**config.mk**
```make
export PLATFORM = sky130hd
export DESIGN_NAME = wb_intercon_reg
export DESIGN_NICKNAME = d
export VERILOG_FILES = /design/src/rtl/wb_intercon_reg.sv
export SDC_FILE = /design/constraint.sdc
export NUM_CORES = 1
export LEC_CHECK = 0
export BUFFER_PORTS_ARGS = -buffer_cell sky130_fd_sc_hd__buf_2
export CORE_AREA = 2 2 287 289
export CTS_CLUSTER_SIZE = 24
export DETAILED_ROUTE_END_ITERATION = 8
export DIE_AREA = 0 0 289 291
export GPL_TIMING_DRIVEN = 0
export PLACE_DENSITY = 0.34
export SLEW_MARGIN = 20
export SYNTH_ARGS = -nofsm -noshare
export SYNTH_HDL_FRONTEND = slang
export SYNTH_SLANG_ARGS = --single-unit
```
**constraint.sdc**
```tcl
create_clock -name clk -period 3.2 [get_ports clk]
set_clock_uncertainty 0.2 [all_clocks]
set_input_delay 0.32 -clock clk [delete_from_list [all_inputs] [get_ports clk]]
set_output_delay 0.32 -clock clk [all_outputs]
set_load 0.05 [all_outputs]
```
**src/rtl/wb_intercon_reg.sv**
```systemverilog
// Registered single-master Wishbone interconnect: decodes the top address bits to a slave,
// holds the request stable while BUSY, and returns a bus error on unmapped hits or ACK timeout.
module wb_intercon_reg #(
  parameter int              AW       = 32,
  parameter int              DW       = 32,
  parameter int              N_SLAVES = 16,
  parameter int              SEL_BITS = 4,
  parameter int              TIMEOUT  = 255,
  parameter logic [DW-1:0]   ERR_DATA = 32'hDEADBEEF
) (
  input  logic                   clk,
  input  logic                   rst_n,
  input  logic                   master_STB,
  input  logic                   master_WE,
  input  logic [AW-1:0]          master_ADDR,
  input  logic [DW-1:0]          master_DAT_I,
  output logic [DW-1:0]          master_DAT_O,
  output logic                   master_ACK,
  output logic                   master_ERR,
  output logic [AW-1:0]          err_addr,
  output logic [N_SLAVES-1:0]    slave_STB,
  input  logic [N_SLAVES-1:0]    slave_ACK,
  output logic                   slave_WE,
  output logic [AW-1:0]          slave_ADDR,
  output logic [DW-1:0]          slave_DAT_O,
  input  logic [N_SLAVES*DW-1:0] slave_DAT_I
);

  localparam int CW = $clog2(TIMEOUT + 1);

  typedef enum logic [1:0] {IDLE, BUSY, RESP, ERR} state_t;

  state_t                state_reg;
  logic [SEL_BITS-1:0]   idx_reg;
  logic [CW-1:0]         cnt_reg;

  logic [SEL_BITS-1:0]   req_idx;
  logic                  req_mapped;
  logic [N_SLAVES-1:0]   req_onehot;
  logic [N_SLAVES-1:0]   sel_onehot;
  logic                  sel_ack;
  logic [DW-1:0]         sel_data;

  assign req_idx    = master_ADDR[AW-1 -: SEL_BITS];
  // One extra bit so N_SLAVES == 2**SEL_BITS still compares correctly.
  assign req_mapped = ({1'b0, req_idx} < (SEL_BITS + 1)'(N_SLAVES));

  generate
    for (genvar gi = 0; gi < N_SLAVES; gi++) begin : g_dec
      assign req_onehot[gi] = (req_idx == SEL_BITS'(gi));
      assign sel_onehot[gi] = (idx_reg == SEL_BITS'(gi));
    end
  endgenerate

  // Only the latched slave's ACK and data are observed.
  assign sel_ack = |(slave_ACK & sel_onehot);

  always_comb begin
    sel_data = '0;
    for (int i = 0; i < N_SLAVES; i++) begin
      if (sel_onehot[i]) sel_data = slave_DAT_I[i*DW +: DW];
    end
  end

  always_ff @(posedge clk or negedge rst_n) begin
    if (!rst_n) begin
      state_reg    <= IDLE;
      idx_reg      <= '0;
      cnt_reg      <= '0;
      master_DAT_O <= '0;
      master_ACK   <= 1'b0;
      master_ERR   <= 1'b0;
      err_addr     <= '0;
      slave_STB    <= '0;
      slave_WE     <= 1'b0;
      slave_ADDR   <= '0;
      slave_DAT_O  <= '0;
    end else begin
      master_ACK <= 1'b0;
      master_ERR <= 1'b0;
      case (state_reg)
        IDLE: begin
          if (master_STB) begin
            if (req_mapped) begin
              idx_reg     <= req_idx;
              slave_ADDR  <= master_ADDR;
              slave_WE    <= master_WE;
              slave_DAT_O <= master_DAT_I;
              slave_STB   <= req_onehot;
              cnt_reg     <= '0;
              state_reg   <= BUSY;
            end else begin
              err_addr     <= master_ADDR;
              master_ERR   <= 1'b1;
              master_DAT_O <= ERR_DATA;
              state_reg    <= ERR;
            end
          end
        end
        BUSY: begin
          if (!master_STB) begin
            slave_STB <= '0;
            state_reg <= IDLE;
          end else if (sel_ack) begin
            master_DAT_O <= sel_data;
            master_ACK   <= 1'b1;
            slave_STB    <= '0;
            state_reg    <= RESP;
          end else if (cnt_reg == CW'(TIMEOUT - 1)) begin
            err_addr     <= slave_ADDR;
            master_ERR   <= 1'b1;
            master_DAT_O <= ERR_DATA;
            slave_STB    <= '0;
            state_reg    <= ERR;
          end else begin
            cnt_reg <= cnt_reg + CW'(1);
          end
        end
        RESP:    state_reg <= IDLE;
        ERR:     state_reg <= IDLE;
        default: state_reg <= IDLE;
      endcase
    end
  end

endmodule
```
==> results.sh, run 1 <==
export IMPL_status="finished, final reports clean"
export IMPL_cts_buffers=17
export IMPL_globalRoute_totalOverflow=0
export IMPL_first_pass_iters=6
export IMPL_fin_nets=2694
export IMPL_finalSetupViolations=0
export IMPL_critical_path_endpoint_type="flip-flop"
export IMPL_clk_latency_ns=0.49
export IMPL_synth_compound_area_share_pct=25.7
export IMPL_num_vias=15100
export IMPL_rr_endpoint="master_DAT_O[11]$_DFFE_PN0P_"
export IMPL_vdd_drop_max_mv=0.608
export IMPL_yosys_warnings=0
export IMPL_cts_root_buf="clkbuf_16"
export IMPL_synth_area_per_cell_um2=9.28
export IMPL_syn_area_um2=11500
export IMPL_seq_power_share_pct=15.7
export IMPL_syn_num_nets=1841
export IMPL_io_buffers=741
export IMPL_hold_violations=0
export IMPL_synth_fa_ha_area_share_pct=0.217
export IMPL_synthCells=1243
export IMPL_yosysTopAreaCellShare_pct=34.0
export IMPL_p_clk_share_pct=11.0
export IMPL_critPathArrivalTime_ns=3.38
export IMPL_grt_pass1_vias=15900
export IMPL_grt_max_degree=86
export IMPL_fmax_mhz=317
export IMPL_die_w_um=289
export IMPL_initial_utilization_pct=14.2
export IMPL_slew_headroom_pct=38.9
export IMPL_synth_top_family_by_area="compound AO/OA/AOI/OAI gates"
export IMPL_total_power_uw=20300
export IMPL_rrSetupSlack_ns=0.04
export IMPL_drive_above_1_share_pct=52.1
export IMPL_grt_pass1_wl_um=137000
export IMPL_async_reset_ff_share_pct=100
export IMPL_fp_dieH_um=291
export IMPL_start_kind="flip-flop"
export IMPL_cts_sinks=157
export IMPL_place_ws_ns=-2.03
export IMPL_cap_violations=0
export IMPL_cp_max_fo=10
export IMPL_cts_buffer_depth=2
export IMPL_wl_per_cell_um=32.5
export IMPL_ios=743
export IMPL_core_um2=81200
export IMPL_drc=0
export IMPL_rsz0062_at_grt="false"
export IMPL_ys_types=71
export IMPL_pwr_density_cell_nw_per_um2=1080
export IMPL_ys_ff_latch=157
export IMPL_final_common_cell="buf_2"
export IMPL_worstMarginPinSlew_ns=0.917
export IMPL_antenna_found_initial=33
export IMPL_synth_area_top_cells="dfrtp_1 (34%), mux2_2 (11%), o21ai_0 (6.2%), mux2i_1 (5.1%), mux4_2 (4.3%)"
export IMPL_seq_area_frac_synth_pct=34.0
export IMPL_tritoncts="done"
export IMPL_htree_levels=4
export IMPL_gp_congestion=0.900
export IMPL_swShare_pct=59.5
export IMPL_drt_iter0_drc=1360
export IMPL_clk_pin_slew_ns=0.09
export IMPL_fin_crit_ns=3.16
export IMPL_holdPathEnd="master_DAT_O[23]$_DFFE_PN0P_"
export IMPL_finalCritPeriodShare_pct=98.7
export IMPL_ff2ff_path_depth=10
export IMPL_ant_nets=0
export IMPL_power_switching_uw=12100
export IMPL_post_drt_via_cell_ratio=4.73
export IMPL_routed_wirelength_um=104000
export IMPL_whs_path_depth=4
export IMPL_syn_to_final_growth_pct=63.2
export IMPL_rows=105
export IMPL_r2r_start="slave_ADDR[30]$_DFFE_PN0P_"
export IMPL_power_internal_uw=8210
export IMPL_n_fill_cell=9125
export IMPL_critical_path_required_ns=3.42
export IMPL_crit_type="reg -> reg"
export IMPL_dpl_hpwl_um=83400
export IMPL_holdCritPathClass="in -> reg"
export IMPL_p_leak_uw=0.00870
export IMPL_synth_edf_count=0
export IMPL_muxShareOfSynthArea_pct=23.8
export IMPL_setup_slack_ns=0.0416
export IMPL_synth_xor_area_share_pct=0
export IMPL_drv_slew=0
export IMPL_dieArea_um2=84100
export IMPL_comb_power_share_pct=73.3
export IMPL_grt_total_usage_pct=24.0
export IMPL_final_cell_mix="buf_2 (751), dfrtp_1 (154), o21ai_0 (134), mux2_2 (109), nand2_1 (100)"
export IMPL_yosys_area_top_type="dfrtp_1"
export IMPL_synthFlopType="dfrtp_1"
export IMPL_holdCritStartpoint="slave_DAT_I[503]"
export IMPL_synth_simple_area_share_pct=11.5
==> Yosys cell counts (17+ instances only) <==
cell type,number
mux2_2,109
mux4_2,22
dfrtp_1,157
mux2i_1,59
o21ai_0,142
nor3_1,17
o221ai_1,18
buf_2,28
clkbuf_1,66
nand2_1,106
o22ai_1,25
a21oi_1,85
nor2_1,81
a22oi_1,18
a31oi_1,17
nand3_1,19
a221oi_1,19
mux2_4,29
==> cell type report <==
type	count	area (um^2)	area share [%]
multi-input combinational	959	7360	39.1
timing repair buffer	836	4690	24.9
antenna	11	27.5	0.146
sequential	157	3930	20.9
clock buffer	17	425	2.26
tap	1070	1340	7.11
clock inverter	15	174	0.924
buffer	110	826	4.39
inverter	15	63.8	0.339
==> layer usage <==
| metal | global-route usage (%) | share of wire (%) | vias to the layer above |
|---|---|---|---|
| met1 | 29.7 | 41 | 7443 |
| met3 | 5.95 | 8.4 | 193 |
| met5 | 0 | 0.096 | - |
| li1 | - | - | 6492 |
| met2 | 39.4 | 46 | 951 |
| met4 | 10.0 | 4.4 | 18 |
==> power by group through the flow <==
stage / Combinational (uW) / Sequential (uW) / Clock (uW)
2_1_floorplan: 5320 / 5390 / 0
4_1_cts: 14700 / 3180 / 2320
3_5_place_dp: 13900 / 3190 / 0
6_report: 14900 / 3180 / 2240
5_1_grt: 15400 / 3270 / 2380
3_3_place_gp: 13800 / 3170 / 0
==> per-stage QoR <==
step	instances	TNS (ns)	cell area, um^2	utilization (%)	hold WS, ns
5_1_grt	3183	0	18800	23.2	0.0517
4_1_cts	3179	-0.158	18700	23.1	0.00158
2_1_floorplan	1243	0	11500	-	-0.176
3_5_place_dp	3058	-66.48	16700	20.6	0.178
6_report	3190	0	18800	23.2	0.0451
3_3_place_gp	3054	-308.80	16600	20.4	0.280
==> worst max-delay path by stage <==
| stage | from | endpoint | cells past startpoint |
|---|---|---|---|
| 2_1_floorplan | slave_ADDR[31]$_DFFE_PN0P_ | err_addr[10]$_DFFE_PN0P_ | 9 |
| 3_3_place_gp | slave_ADDR[31]$_DFFE_PN0P_ | master_DAT_O[11]$_DFFE_PN0P_ | 8 |
| 3_5_place_dp | slave_ADDR[28]$_DFFE_PN0P_ | master_DAT_O[11]$_DFFE_PN0P_ | 9 |
| 4_1_cts | slave_ADDR[31]$_DFFE_PN0P_ | master_DAT_O[11]$_DFFE_PN0P_ | 9 |
| 5_1_grt | slave_ADDR[30]$_DFFE_PN0P_ | master_DAT_O[11]$_DFFE_PN0P_ | 10 |
| 6_report | slave_ADDR[30]$_DFFE_PN0P_ | master_DAT_O[11]$_DFFE_PN0P_ | 10 |
==> cells by family after synthesis <==
logic type / Yosys count
AO/OA/AOI/OAI: 449
AND/OR/NAND/NOR: 289
multiplexers: 219
flip-flops: 157
buffers and inverters: 127
adder cells (fa/ha/maj): 2
==> what timing repair did <==
action	in CTS	in global routing
resized for setup	196	29
pin swaps	8	5
setup buffers	8	0
hold endpoints to repair	148	0
hold buffers	83	0
setup endpoints to repair	89	64
==> worst max-delay path: stages, from the launching register on <==
cell and delay [ns]:
dfrtp_2 0.45, buf_6 0.18, clkbuf_4 0.21, inv_1 0.10, clkbuf_2 0.28, clkbuf_2 0.36, clkbuf_4 0.46, a21oi_1 0.13
a211oi_1 0.32, o21ai_2 0.18, a21oi_1 0.18
No activity file was read; power rests on OpenSTA's default activity.
==> inputs of run 2 (changes only) <==
--- a/config.mk
+++ b/config.mk
@@ -11,7 +11,7 @@
 export DETAILED_ROUTE_END_ITERATION = 8
 export DIE_AREA = 0 0 289 291
 export GPL_TIMING_DRIVEN = 0
-export PLACE_DENSITY = 0.34
+export PLACE_DENSITY = 0.44
 export SLEW_MARGIN = 20
 export SYNTH_ARGS = -nofsm -noshare
 export SYNTH_HDL_FRONTEND = slang
==> run 2 against run 1 <==
Effect of this change: worst hold slack got worse by 0.0032 ns; critical path type unchanged; non-clock buffer count up 7; largest cell class unchanged; power decreased by 0.25%; clock-buffer cell count rose by 2; clock power is 7% lower; design area barely moved; sequential cell count did not move; maximum frequency up 0.34%; cell count increased by 0.53%; first-iteration DRC count fell by 16%.
==> results.sh, run 2 (same netlist as run 1, synthesis figures left out) <==
export IMPL_status="finished, final reports clean"
export IMPL_io_buffers=741
export IMPL_cts_buffers=17
export IMPL_clk_pin_slew_ns=0.09
export IMPL_die_w_um=289
export IMPL_cap_violations=0
export IMPL_gp_congestion=0.909
export IMPL_grt_pass1_vias=15500
export IMPL_globalRoute_totalOverflow=0
export IMPL_htree_levels=4
export IMPL_wl_per_cell_um=33.2
export IMPL_finalSetupViolations=0
export IMPL_rsz0062_at_grt="false"
export IMPL_drc=0
export IMPL_core_um2=81200
export IMPL_whs_ns=0.0420
export IMPL_tritoncts="done"
export IMPL_total_power_uw=20200
export IMPL_fin_nets=2701
export IMPL_first_pass_iters=8
export IMPL_ant_nets=0
export IMPL_finalCritPeriodShare_pct=98.4
export IMPL_vdd_drop_max_mv=0.597
export IMPL_critPathArrivalTime_ns=3.34
export IMPL_dpl_hpwl_um=83800
export IMPL_num_vias=15200
export IMPL_ios=743
export IMPL_final_common_cell="buf_2"
export IMPL_hold_violations=0
export IMPL_syn_to_final_growth_pct=63.0
export IMPL_cpMostUsedCell="o21ai_0"
export IMPL_critical_path_required_ns=3.39
export IMPL_drt_iter0_drc=1148
export IMPL_setup_tns_ns=0
export IMPL_grt_pass1_wl_um=138000
export IMPL_start_kind="flip-flop"
export IMPL_p_leak_uw=0.00869
export IMPL_antenna_found_initial=44
export IMPL_fmax_mhz=318
export IMPL_ff2ff_path_depth=10
export IMPL_cts_buffer_depth=2
export IMPL_n_fill_cell=9034
export IMPL_cts_root_buf="clkbuf_16"
export IMPL_whs_path_depth=4
export IMPL_slew_headroom_pct=25.3
export IMPL_routed_wirelength_um=107000
export IMPL_critical_path_endpoint_type="flip-flop"
export IMPL_grt_max_degree=83
export IMPL_grt_total_usage_pct=24.8
export IMPL_post_drt_via_cell_ratio=4.73
export IMPL_fp_dieH_um=291
export IMPL_worstMarginPinSlew_ns=1.12
export IMPL_pwr_density_cell_nw_per_um2=1080
export IMPL_cp_max_fo=10
export IMPL_initial_utilization_pct=14.2
export IMPL_drive_above_1_share_pct=51.9
export IMPL_crit_type="reg -> reg"
export IMPL_rows=105
export IMPL_critPathSlowestCell="dfrtp_2"
export IMPL_cts_sinks=157
export IMPL_fin_crit_ns=3.15
export IMPL_final_cell_mix="buf_2 (748), dfrtp_1 (154), o21ai_0 (135), mux2_2 (109), nand2_1 (100)"
export IMPL_cpPeakStageDelay_ns=0.43
export IMPL_holdCritPathClass="in -> reg"
export IMPL_drv_slew=0
export IMPL_clk_latency_ns=0.49
export IMPL_cp_cell_sequence="buf_6, buf_8, buf_12, clkinvlp_4, clkbuf_8, a221oi_1, o21ai_0, o21ai_0, nand4_1, a32o_1"
export IMPL_dieArea_um2=84100
-- run 2: cell count changes in the layout (fill, tap and decap cells not counted), moves of 5 or more --
| cell | before | now |
|---|---|---|
| clkbuf_8 | 8 | 14 |
| clkbuf_4 | 23 | 18 |
| a221oi_2 | 0 | 5 |
| clkinvlp_4 | 1 | 6 |
| buf_4 | 27 | 36 |
| diode_2 | 11 | 22 |
-- run 2: path summary, 6_finish.rpt --
check	start	to	slack, ns
hold reg to reg	master_DAT_O[3]$_DFFE_PN0P_	master_DAT_O[3]$_DFFE_PN0P_	0.30
setup / recovery	slave_ADDR[28]$_DFFE_PN0P_	master_DAT_O[14]$_DFFE_PN0P_	0.05
setup reg to reg	slave_ADDR[28]$_DFFE_PN0P_	master_DAT_O[14]$_DFFE_PN0P_	0.05
hold / removal	slave_DAT_I[454]	master_DAT_O[6]$_DFFE_PN0P_	0.04
max in group asynchronous	rst_n	master_DAT_O[29]$_DFFE_PN0P_	1.63
min in group asynchronous	rst_n	slave_WE$_DFFE_PN0P_	0.22
-- run 2: layout make-up --
type | instances | area, um^2 | share of cell area (%)
antenna | 22 | 55.1 | 0.293
buffer | 109 | 858 | 4.56
clock buffer | 19 | 453 | 2.41
clock inverter | 12 | 103 | 0.545
inverter | 15 | 68.8 | 0.366
multi-input combinational | 959 | 7250 | 38.5
sequential | 157 | 3930 | 20.9
tap | 1070 | 1340 | 7.12
timing repair buffer | 844 | 4760 | 25.3
-- run 2: per-layer routing --
metal | up-vias | part of all wire, % | GRT usage, %
li1 | 6525 | - | -
met1 | 7368 | 40 | 30.2
met2 | 1015 | 46 | 40.0
met3 | 235 | 9.1 | 7.56
met4 | 38 | 4.1 | 10.5
met5 | - | 0.22 | 0
-- run 2: per-stage QoR --
stage          std cells  utilization [%]  cell area [um^2]  setup slack, ns
2_1_floorplan       1243                -             11500            0.223
3_3_place_gp        3054             20.4             16600            -2.82
3_5_place_dp        3059             20.6             16700            -1.84
4_1_cts             3182             23.0             18700          0.00345
5_1_grt             3190             23.1             18800          0.00293
6_report            3207             23.2             18800           0.0523
-- run 2: power by group --
group          total (uW)  switching, uW  internal (uW)
Clock                2090           1050           1050
Combinational       14900          10600           4350
Sequential           3190            510           2680
Total               20200          12100           8080
-- run 2: repair_timing --
action | 4_1_cts | 5_1_grt
hold buffers | 85 | 0
buffers inserted | 10 | 3
hold endpoints to repair | 153 | 0
setup endpoints to repair | 89 | 62
gates resized for setup | 189 | 24
pin swaps | 6 | 4
-- run 2: critical path, delay by kind of cell (launching register included) --
kind                   cells  cell delay (ns)
AOI/OAI and AO/OA          4             1.06
buffers and inverters      5             1.03
DFF                        1             0.43
and+or+nand+nor            1             0.30
